<file path="src/rtl/pipe_ctrl_if.sv">
// pipe_ctrl_if: bundle of the pipeline-control signals exchanged between the
// Y86 datapath (master) and the pipeline control unit (slave).
//   master : drives stage icodes, register ids, condition, statuses and the
//            next ALU flags; receives CC flags, stall/bubble controls,
//            halted indication and performance counters.
//   slave  : the pipe_ctrl block, the mirror image of master.
interface pipe_ctrl_if;
  logic [3:0]  D_icode_i;
  logic [3:0]  E_icode_i;
  logic [3:0]  M_icode_i;
  logic [3:0]  E_dstM_i;
  logic [3:0]  d_srcA_i;
  logic [3:0]  d_srcB_i;
  logic        e_Cnd_i;
  logic [2:0]  m_stat_i;
  logic [2:0]  W_stat_i;
  logic        zf_i;
  logic        sf_i;
  logic        of_i;
  logic        zf_o;
  logic        sf_o;
  logic        of_o;
  logic        set_cc_o;
  logic        F_stall_o;
  logic        D_stall_o;
  logic        D_bubble_o;
  logic        E_bubble_o;
  logic        M_bubble_o;
  logic        W_stall_o;
  logic        halted_o;
  logic [15:0] stall_cycles_o;
  logic [15:0] bubble_cycles_o;

  modport master (
    output D_icode_i, E_icode_i, M_icode_i, E_dstM_i, d_srcA_i, d_srcB_i,
    output e_Cnd_i, m_stat_i, W_stat_i, zf_i, sf_i, of_i,
    input  zf_o, sf_o, of_o, set_cc_o,
    input  F_stall_o, D_stall_o, D_bubble_o, E_bubble_o, M_bubble_o, W_stall_o,
    input  halted_o, stall_cycles_o, bubble_cycles_o
  );

  modport slave (
    input  D_icode_i, E_icode_i, M_icode_i, E_dstM_i, d_srcA_i, d_srcB_i,
    input  e_Cnd_i, m_stat_i, W_stat_i, zf_i, sf_i, of_i,
    output zf_o, sf_o, of_o, set_cc_o,
    output F_stall_o, D_stall_o, D_bubble_o, E_bubble_o, M_bubble_o, W_stall_o,
    output halted_o, stall_cycles_o, bubble_cycles_o
  );
endinterface

</file>
<file path="src/rtl/pipe_ctrl.sv">
// pipe_ctrl: pipeline control unit for the five-stage Y86 pipeline.
// Generates stall/bubble controls for the F/D/E/M/W registers (load/use,
// ret, branch mispredict, exception), holds the condition-code register and
// runs the RUN/HALT state machine that freezes the pipeline once a non-AOK
// status reaches write-back.
// Ports:
//   clk  : pipeline clock
//   rst  : synchronous reset, active-low
//   bus  : pipe_ctrl_if.slave (stage icodes/ids/statuses and next flags in;
//          CC flags, set_cc, stall/bubble controls, halted, counters out)
// Optional build macro: PIPE_CTRL_PERF_EN enables the 16-bit saturating
// stall/bubble cycle counters; without it both counter outputs are 0.
module pipe_ctrl (
  input  logic       clk,
  input  logic       rst,
  pipe_ctrl_if.slave bus
);

  localparam logic [3:0] IMRMOVL = 4'h5;
  localparam logic [3:0] IOPL    = 4'h6;
  localparam logic [3:0] IJXX    = 4'h7;
  localparam logic [3:0] IRET    = 4'h9;
  localparam logic [3:0] IPOPL   = 4'hB;
  localparam logic [3:0] RNONE   = 4'hF;
  localparam logic [2:0] SADR    = 3'd2;
  localparam logic [2:0] SINS    = 3'd3;
  localparam logic [2:0] SHLT    = 3'd4;

  typedef enum logic {S_RUN = 1'b0, S_HALT = 1'b1} state_e;

  // Non-AOK status that must stop the pipeline.
  function automatic logic exc(input logic [2:0] s);
    case (s)
      SADR, SINS, SHLT: exc = 1'b1;
      default:          exc = 1'b0;
    endcase
  endfunction

  state_e     state_q, state_d;
  logic [2:0] cc_q, cc_d;   // {zf, sf, of}
  logic       lu, ret_hit, mis, m_exc, w_exc;
  logic       f_stall, d_stall, d_bubble, e_bubble, m_bubble, w_stall, set_cc;

  // Hazard terms decoded from the stage registers.
  always_comb begin
    lu      = ((bus.E_icode_i == IMRMOVL) || (bus.E_icode_i == IPOPL)) &&
              (bus.E_dstM_i != RNONE) &&
              ((bus.E_dstM_i == bus.d_srcA_i) || (bus.E_dstM_i == bus.d_srcB_i));
    ret_hit = (bus.D_icode_i == IRET) || (bus.E_icode_i == IRET) ||
              (bus.M_icode_i == IRET);
    mis     = (bus.E_icode_i == IJXX) && !bus.e_Cnd_i;
    m_exc   = exc(bus.m_stat_i);
    w_exc   = exc(bus.W_stat_i);
  end

  // Stall/bubble/set_cc generation; reset and HALT override the hazard logic.
  always_comb begin
    f_stall  = 1'b0;
    d_stall  = 1'b0;
    d_bubble = 1'b0;
    e_bubble = 1'b0;
    m_bubble = 1'b0;
    w_stall  = 1'b0;
    set_cc   = 1'b0;
    if (!rst) begin
      d_bubble = 1'b1;
      e_bubble = 1'b1;
      m_bubble = 1'b1;
    end else if (state_q == S_HALT) begin
      f_stall  = 1'b1;
      d_stall  = 1'b1;
      w_stall  = 1'b1;
      m_bubble = 1'b1;
    end else begin
      f_stall  = lu || ret_hit;
      d_stall  = lu;
      // A load/use stall holds D, so ret must not also bubble it.
      d_bubble = mis || (!lu && ret_hit);
      e_bubble = mis || lu;
      m_bubble = m_exc || w_exc;
      w_stall  = w_exc;
      // Flags must not change once an exception is downstream of the OPL.
      set_cc   = (bus.E_icode_i == IOPL) && !m_exc && !w_exc;
    end
  end

  // Next-state and CC next value.
  always_comb begin
    state_d = state_q;
    cc_d    = cc_q;
    if (set_cc) begin
      cc_d = {bus.zf_i, bus.sf_i, bus.of_i};
    end else begin
      cc_d = cc_q;
    end
    if ((state_q == S_RUN) && w_exc) begin
      state_d = S_HALT;
    end else begin
      state_d = state_q;
    end
  end

  // FSM state and CC register; HALT is left only through reset.
  always_ff @(posedge clk) begin
    if (!rst) begin
      state_q <= S_RUN;
      cc_q    <= 3'b100;
    end else begin
      state_q <= state_d;
      cc_q    <= cc_d;
    end
  end

  assign bus.zf_o       = cc_q[2];
  assign bus.sf_o       = cc_q[1];
  assign bus.of_o       = cc_q[0];
  assign bus.set_cc_o   = set_cc;
  assign bus.F_stall_o  = f_stall;
  assign bus.D_stall_o  = d_stall;
  assign bus.D_bubble_o = d_bubble;
  assign bus.E_bubble_o = e_bubble;
  assign bus.M_bubble_o = m_bubble;
  assign bus.W_stall_o  = w_stall;
  assign bus.halted_o   = (state_q == S_HALT);

`ifdef PIPE_CTRL_PERF_EN
  logic [15:0] stall_cnt_q, stall_cnt_d;
  logic [15:0] bubble_cnt_q, bubble_cnt_d;

  // Saturating counters advance only in RUN, so they freeze in HALT.
  always_comb begin
    stall_cnt_d  = stall_cnt_q;
    bubble_cnt_d = bubble_cnt_q;
    if ((state_q == S_RUN) && (f_stall || d_stall) && (stall_cnt_q != 16'hFFFF)) begin
      stall_cnt_d = stall_cnt_q + 16'd1;
    end else begin
      stall_cnt_d = stall_cnt_q;
    end
    if ((state_q == S_RUN) && e_bubble && (bubble_cnt_q != 16'hFFFF)) begin
      bubble_cnt_d = bubble_cnt_q + 16'd1;
    end else begin
      bubble_cnt_d = bubble_cnt_q;
    end
  end

  // Counter registers, cleared by reset.
  always_ff @(posedge clk) begin
    if (!rst) begin
      stall_cnt_q  <= 16'h0000;
      bubble_cnt_q <= 16'h0000;
    end else begin
      stall_cnt_q  <= stall_cnt_d;
      bubble_cnt_q <= bubble_cnt_d;
    end
  end

  assign bus.stall_cycles_o  = stall_cnt_q;
  assign bus.bubble_cycles_o = bubble_cnt_q;
`else
  assign bus.stall_cycles_o  = 16'h0000;
  assign bus.bubble_cycles_o = 16'h0000;
`endif

endmodule

</file>
<file path="src/flat_wrapper.sv">
// flat-port wrapper written by rule: the top's interface ports become plain ports
module pipe_ctrl_flat 
  (clk, rst, bus_D_icode_i, bus_E_icode_i, bus_M_icode_i, bus_E_dstM_i, bus_d_srcA_i, bus_d_srcB_i, bus_e_Cnd_i, bus_m_stat_i, bus_W_stat_i, bus_zf_i, bus_sf_i, bus_of_i, bus_zf_o, bus_sf_o, bus_of_o, bus_set_cc_o, bus_F_stall_o, bus_D_stall_o, bus_D_bubble_o, bus_E_bubble_o, bus_M_bubble_o, bus_W_stall_o, bus_halted_o, bus_stall_cycles_o, bus_bubble_cycles_o);
  pipe_ctrl_if bus_i ();
  input  logic clk;
  input  logic rst;
  input wire logic [$bits(bus_i.D_icode_i)-1:0] bus_D_icode_i;
  input wire logic [$bits(bus_i.E_icode_i)-1:0] bus_E_icode_i;
  input wire logic [$bits(bus_i.M_icode_i)-1:0] bus_M_icode_i;
  input wire logic [$bits(bus_i.E_dstM_i)-1:0] bus_E_dstM_i;
  input wire logic [$bits(bus_i.d_srcA_i)-1:0] bus_d_srcA_i;
  input wire logic [$bits(bus_i.d_srcB_i)-1:0] bus_d_srcB_i;
  input wire logic [$bits(bus_i.e_Cnd_i)-1:0] bus_e_Cnd_i;
  input wire logic [$bits(bus_i.m_stat_i)-1:0] bus_m_stat_i;
  input wire logic [$bits(bus_i.W_stat_i)-1:0] bus_W_stat_i;
  input wire logic [$bits(bus_i.zf_i)-1:0] bus_zf_i;
  input wire logic [$bits(bus_i.sf_i)-1:0] bus_sf_i;
  input wire logic [$bits(bus_i.of_i)-1:0] bus_of_i;
  output wire logic [$bits(bus_i.zf_o)-1:0] bus_zf_o;
  output wire logic [$bits(bus_i.sf_o)-1:0] bus_sf_o;
  output wire logic [$bits(bus_i.of_o)-1:0] bus_of_o;
  output wire logic [$bits(bus_i.set_cc_o)-1:0] bus_set_cc_o;
  output wire logic [$bits(bus_i.F_stall_o)-1:0] bus_F_stall_o;
  output wire logic [$bits(bus_i.D_stall_o)-1:0] bus_D_stall_o;
  output wire logic [$bits(bus_i.D_bubble_o)-1:0] bus_D_bubble_o;
  output wire logic [$bits(bus_i.E_bubble_o)-1:0] bus_E_bubble_o;
  output wire logic [$bits(bus_i.M_bubble_o)-1:0] bus_M_bubble_o;
  output wire logic [$bits(bus_i.W_stall_o)-1:0] bus_W_stall_o;
  output wire logic [$bits(bus_i.halted_o)-1:0] bus_halted_o;
  output wire logic [$bits(bus_i.stall_cycles_o)-1:0] bus_stall_cycles_o;
  output wire logic [$bits(bus_i.bubble_cycles_o)-1:0] bus_bubble_cycles_o;
  assign bus_i.D_icode_i = bus_D_icode_i;
  assign bus_i.E_icode_i = bus_E_icode_i;
  assign bus_i.M_icode_i = bus_M_icode_i;
  assign bus_i.E_dstM_i = bus_E_dstM_i;
  assign bus_i.d_srcA_i = bus_d_srcA_i;
  assign bus_i.d_srcB_i = bus_d_srcB_i;
  assign bus_i.e_Cnd_i = bus_e_Cnd_i;
  assign bus_i.m_stat_i = bus_m_stat_i;
  assign bus_i.W_stat_i = bus_W_stat_i;
  assign bus_i.zf_i = bus_zf_i;
  assign bus_i.sf_i = bus_sf_i;
  assign bus_i.of_i = bus_of_i;
  assign bus_zf_o = bus_i.zf_o;
  assign bus_sf_o = bus_i.sf_o;
  assign bus_of_o = bus_i.of_o;
  assign bus_set_cc_o = bus_i.set_cc_o;
  assign bus_F_stall_o = bus_i.F_stall_o;
  assign bus_D_stall_o = bus_i.D_stall_o;
  assign bus_D_bubble_o = bus_i.D_bubble_o;
  assign bus_E_bubble_o = bus_i.E_bubble_o;
  assign bus_M_bubble_o = bus_i.M_bubble_o;
  assign bus_W_stall_o = bus_i.W_stall_o;
  assign bus_halted_o = bus_i.halted_o;
  assign bus_stall_cycles_o = bus_i.stall_cycles_o;
  assign bus_bubble_cycles_o = bus_i.bubble_cycles_o;
  pipe_ctrl u_core (.clk(clk), .rst(rst), .bus(bus_i));
endmodule
</file>
<file path="config.mk">
export PLATFORM = sky130hd
export DESIGN_NAME = pipe_ctrl_flat
export DESIGN_NICKNAME = d
export VERILOG_FILES = /design/src/rtl/pipe_ctrl_if.sv /design/src/rtl/pipe_ctrl.sv /design/src/flat_wrapper.sv
export SDC_FILE = /design/constraint.sdc
export NUM_CORES = 1
export LEC_CHECK = 0
export CAP_MARGIN = 20
export CORE_MARGIN = 2
export CORE_UTILIZATION = 27
export CTS_CLUSTER_DIAMETER = 30
export DETAILED_ROUTE_END_ITERATION = 8
export GPL_TIMING_DRIVEN = 0
export PLACE_DENSITY = 0.81
export SLEW_MARGIN = 10
export SYNTH_ARGS = -nofsm -noshare
export SYNTH_HDL_FRONTEND = slang
export SYNTH_SLANG_ARGS = --single-unit
</file>
<file path="constraint.sdc">
create_clock -name clk -period 1.8 [get_ports clk]
set_input_delay 0.18 -clock clk [delete_from_list [all_inputs] [get_ports clk]]
set_output_delay 0.18 -clock clk [all_outputs]
set_load 0.02 [all_outputs]
</file>
==> metrics.md <==
| Metric | Value |
|---|---|
| Status | finished clean |
| Final ANT Viol Nets | 0 |
| Synth Flop Type | dfxtp_1 |
| CP Data Arrival Time | around 1.6 ns |
| Initial antenna violation count | 0 |
| Vias in the first global route | between 600 and 700 |
| CP Data Required Time | 1.62 ns |
| Largest net degree at the start of global routing | 11 |
| Power Density | between 300 and 400 mW/mm2 |
| I/O pins | 79 |
| Drt wl/cell | 10.0 um |
| Most frequent cell after synthesis | buf_4 |
| Global-route wire length before repair | 2590 um |
| CP Capture Type | output port |
| Post-Syn Instances | 85 |
| Seq cells post-synth | 4 |
| TritonCTS clock tree | done |
| Filler cell count | 247 |
| Vias per cell | 3.86 |
| Count of pins over their slew limit | 0 |
| Finished Layout Cells | 197 |
| Die W | ~54 um |
| Routed wire length | 1980 um |
| Hold_buf cts | 0 |
| EDFF count, synth | 0 |
| Fmax | 0.565 GHz |
| CORE AREA | 0.00243 mm2 |
| Kind of start point of the critical path | input port |
| FF+latch area | 80.1 um2 |
| Final GP Congestion | approximately 0.7 |
| Hpwl dp | 1680 um |
| H-tree depth | 1 |
| Post-Place Cells | 192 |
| Total power draw | 0.500 mW |
| CP max stage cell | clkdlybuf4s50_1 |
| WP buf/inv | 2 |
| Critical path type | in -> out |
| Vert. Die Dim | 54.3 um |
| Most frequent cells after synthesis | buf_4, xor2_1, nand2_1, dfxtp_1 |
| Cell variety after synth | 29 |
| Final setup fails | 0 |
| Synth top area share | between 30% and 40% |
| Final period utilization | 98.4% |
| Starting density of the core | between 20% and 30% |
| Vias | 760 |
| Worst vdd ir | 0.400 mV |
| MaxCap Viol Count | 0 |
| Nets | between 200 and 250 |
| Post-Syn Area per Cell | 8.02 um2 |
| DR iter-0 viols | 4 |
| Post-layout min period | 1.77 ns |
| Multi-input gate area | 493 um2 |
| Crit path max-delay family | buffers and inverters |
| Post-Syn Area | 682 um2 |
| Clock transition at path regs | ~0.040 ns |
| Area delta synth->final | 96.9% |
| Post-route setup TNS | 0 ns |
| Num Clock Sinks | 4 |
| Post-synth ARST share | 0% |
| Antenna cell count | 0 |
| Leading area contributor after synthesis | buf_4 |
| P_leak | 0.717 nW |
| CTS Buf Count | 3 |
| Critical-path cell list | clkdlybuf4s50_1 > or3b_2 > nand3_1 > nor4_4 > clkdlybuf4s15_2 |
| Worst min path class | reg -> reg |
| Clock Latency Late Sink | 0.23 ns |
| Synth area leaders | buf_4, dfxtp_1, xor2_1 |
| I/O Buffers | 46 |
| Hold Violations, Final | 0 |
| Post-synthesis sequential area ratio | 11.7% |
| CTS max path bufs | 2 |
| Layout cells sized above 1 | 32.9% |
| Slowest stage delay, CP | 0.46 ns |
| Residual DRC | 0 |
| Total GRT Usage | around an eighth |
| Ys Warns | 0 |
| Congestion Overflow GR | 0 |
| TritonRoute pass-1 iters | 4 |
| Die area | 0.00294 mm2 |
| Worst Path Max Fanout | 2 |
| CTS root buf | clkbuf_4 |
| Layout Skew | 0.00235 ns |
| Std cell rows | 18 |
==> metal layers <==
| layer | vias to the layer above | routed length, um | GRT usage (%) |
|---|---|---|---|
| met5 | - | 0 | 0 |
| met4 | 0 | 8 | 5.00 |
| met3 | 2 | 280 | 3.83 |
| met2 | 45 | 1090 | 23.7 |
| met1 | 320 | 594 | 10.7 |
| li1 | 393 | - | - |
==> through the flow <==
stage               instance area [um2]  util (%)  hold WS [ns]  worst slack (ns)
CTS                                1320      54.3         0.473           -0.0128
finish                             1340      55.2         0.470            0.0292
global route                       1340      55.2         0.494           -0.0226
floorplan                           798         -         0.316             0.124
global placement                   1300      53.3         0.444            -0.553
detailed placement                 1300      53.3         0.451            -0.618
==> area by class of cell <==
class	count	area share, %
Multi-Input combinational cell	77	36.7
Timing Repair Buffer	48	34.0
Buffer	33	18.3
Sequential cell	4	5.96
Tap cell	30	2.80
Clock buffer	3	1.68
Inverter	2	0.559
==> power breakdown <==
| part | leakage [nW] | switching, mW | internal [mW] |
|---|---|---|---|
| combinational | 0.671 | 0.144 | 0.152 |
| clock | 0.0138 | 0.0343 | 0.0744 |
| sequential | 0.0326 | 0.00336 | 0.0916 |
| total | 0.717 | 0.182 | 0.318 |
==> cell families (layout without fill, tap and decap cells) <==
| family | Yosys count | after routing | share of synthesized area, % |
|---|---|---|---|
| DFF | 4 | 4 | 11.7 |
| AOI/OAI and AO/OA | 9 | 9 | 10.3 |
| xor gates and xnor gates | 8 | 8 | 10.3 |
| muxes | 3 | 3 | 5.14 |
| other | 1 | 32 | 0.550 |
| buffers and inverters | 35 | 86 | 36.9 |
| and+or+nand+nor | 25 | 25 | 25.1 |
==> tightest hold or removal path, stage by stage, from the launching register on <==
cell and delay, ns:
dfxtp_1 0.30, nand2_1 0.05, mux2i_1 0.06
==> sequential cells by signal, indices dropped and copies added (netlist names) <==
name	cells
u_core.bus.halted_o	1
u_core.cc_q	3
==> placed cells by master, fill, tap and decap left out, types with 2 or more instances in the layout <==
master / count
buf_4: 35
xor2_1: 8
o21ai_0: 2
nand2_1: 6
dfxtp_1: 4
dlymetal6s2s_1: 4
mux2i_1: 2
and2_2: 2
nor4_2: 2
nand3b_1: 2
inv_1: 2
nand2b_1: 3
nor4bb_1: 3
buf_2: 3
clkbuf_4: 3
clkdlybuf4s50_1: 27
dlygate4sd2_1: 7
conb_1: 32
clkbuf_2: 2
==> worst paths after layout <==
path | from | end | slack [ns] | depth (start not counted)
worst max register to register | u_core.bus.halted_o | u_core.cc_q[2] | 0.32 | 4
worst max-delay path | bus_m_stat_i[2] | bus_set_cc_o | 0.03 | 5
worst min-delay path | u_core.cc_q[1] | u_core.cc_q[1] | 0.47 | 2
worst min register to register | u_core.cc_q[1] | u_core.cc_q[1] | 0.47 | 2
==> what timing repair did <==
action,in CTS,in global routing
cloned,0,0
setup buffers,2,0
endpoints found under the setup margin,7,5
pin swaps,7,6
resized for setup,36,12
(Power assumes the default switching activity.)
==> RTL change, RTL diff (same settings) <==
Build with the macro `PIPE_CTRL_PERF_EN` defined.
--- a/src/rtl/pipe_ctrl.sv
+++ b/src/rtl/pipe_ctrl.sv
@@ -10,6 +10,8 @@
 //          CC flags, set_cc, stall/bubble controls, halted, counters out)
 // Optional build macro: PIPE_CTRL_PERF_EN enables the 16-bit saturating
 // stall/bubble cycle counters; without it both counter outputs are 0.
+`define PIPE_CTRL_PERF_EN
+
 module pipe_ctrl (
   input  logic       clk,
   input  logic       rst,
Formal check against the unedited RTL: not equivalent (a bounded check fails within 4 cycles, from zero or initial values and one cycle with rst low).
==> RTL change against the unedited design <==
  * The run now ends with negative setup slack left
  * Synthesized area grew to 3.0 times the old value
  * Sequential power grew to 8.7 times the old value
  * Sequential cell count grew 32
  * Count of clock-buffer cells in the layout grew 3
  * Die area grew to 2.8 times the old value
  * Cell area grew to 2.5 times the old value
  * Wire length grew to 3.2 times the old value
  * Critical endpoint is now u_core.bus.bubble_cycles_o[9]
  * First-iteration DRC count grew to 29 times the old value
  * Highest routed layer unchanged
  * Setup slack lost 0.059 ns
  * Power grew to 3.4 times the old value
==> RTL change: results (changes against the unedited design) <==
| Quantity | This run | Change |
| --- | --- | --- |
| Violations in the final reports | negative setup slack |  |
| CP Class | flop to flop |  |
| Post-route met1 wirelength | 2.68 mm | +350% |
| Worst hold path cell count | 3 | +1 |
| Reported leakage power | 1.21 nW | +68% |
| Wire length after detailed routing | 6.40 mm | +220% |
| Final weighted congestion in routability-driven placement | 0.733 | +3.8% |
| Via count of the first global-routing pass | 2206 | +260% |
| Smallest setup slack after layout | -0.0298 ns | -0.0590 ns |
| Slowest cell on the critical path | sky130_fd_sc_hd__dfxtp_4 |  |
| Highest ir drop seen on vdd | 251 uV | -37% |
| Worst-case hold path end point | u_core.bus.stall_cycles_o[8] |  |
| Biggest area contributors in the synthesized netlist | sky130_fd_sc_hd__dfxtp_1 (35%), sky130_fd_sc_hd__mux2i_1 (3.9%), sky130_fd_sc_hd__nor2_1 (3.8%) |  |
| Cts bufs inserted | 5 | +2 |
| CTS HTree Levels | 2 | +1 |
| Final setup violation count | 5 | +5 |
| Overall routing resource usage | 14.9% | +3.0 points |
| Run status | complete, but fails checks |  |
| Post-Synthesis Mean Instance Area | 8.60 sq um | +7.2% |
| Smallest hold slack | 0.205 ns | -0.265 ns |
| Count of different cell masters after synthesis | 47 | +62% |
| Post-route setup TNS | -0.0837 ns | -0.0837 ns |
| Root Buffer Master | sky130_fd_sc_hd__clkbuf_8 |  |
| Clock-pin slew on the worst setup and hold paths | 0.07 ns | +0.03 ns |
| Net switching share of the total power | 27.5% | -8.9 points |
| Min-delay worst type | input port to flop |  |
| Worst hold start | rst |  |
| Destination of the worst register-to-register timing path | u_core.bus.bubble_cycles_o[9] |  |
| Clock skew after layout | 0.0106 ns | +0.00827 ns |
| Filler cell count | 709 | +190% |
-- RTL change: cells by family after synthesis --
family | count (synthesis) | synth area share [%]
AO/OA/AOI/OAI | 60 | 21.8
XOR/XNOR | 14 | 5.94
adder cells (fa/ha/maj) | 2 | 1.21
buffers and inverters | 22 | 5.82
flip-flops | 36 | 34.9
multiplexers | 8 | 3.88
AND/OR/NAND/NOR | 98 | 26.4
-- RTL change: layer usage --
layer  track usage (%)  up-vias
met1              18.0     1069
li1                  -     1109
met2              25.4       83
met4              3.54        0
met5                 0        -
met3              4.98        5
-- RTL change: power by group through the flow --
stage | Combinational, mW | Clock [mW] | Sequential [mW]
6_report | 0.343 | 0.552 | 0.822
5_1_grt | 0.369 | 0.589 | 0.823
4_1_cts | 0.316 | 0.562 | 0.821
3_5_place_dp | 0.303 | 0 | 0.844
3_3_place_gp | 0.300 | 0 | 0.844
2_1_floorplan | 0.137 | 0 | 0.853
-- RTL change: layout make-up --
cell class,instances,area [sq um],share of cell area [%]
plain buffers,8,72.6,2.15
clock buffers,6,72.6,2.15
clock inverters,1,5.00,0.148
inverters,11,41.3,1.22
multi-input cells,183,1350,39.9
flip-flops and latches,36,749,22.2
well taps,99,124,3.67
repair buffers,104,962,28.5
-- RTL change: timing repair --
| action | 4_1_cts | 5_1_grt |
|---|---|---|
| gates resized for setup | 59 | 23 |
| buffers inserted | 12 | 14 |
| cloned | 1 | 1 |
| setup endpoints to repair | 30 | 27 |
| pin swaps | 21 | 19 |
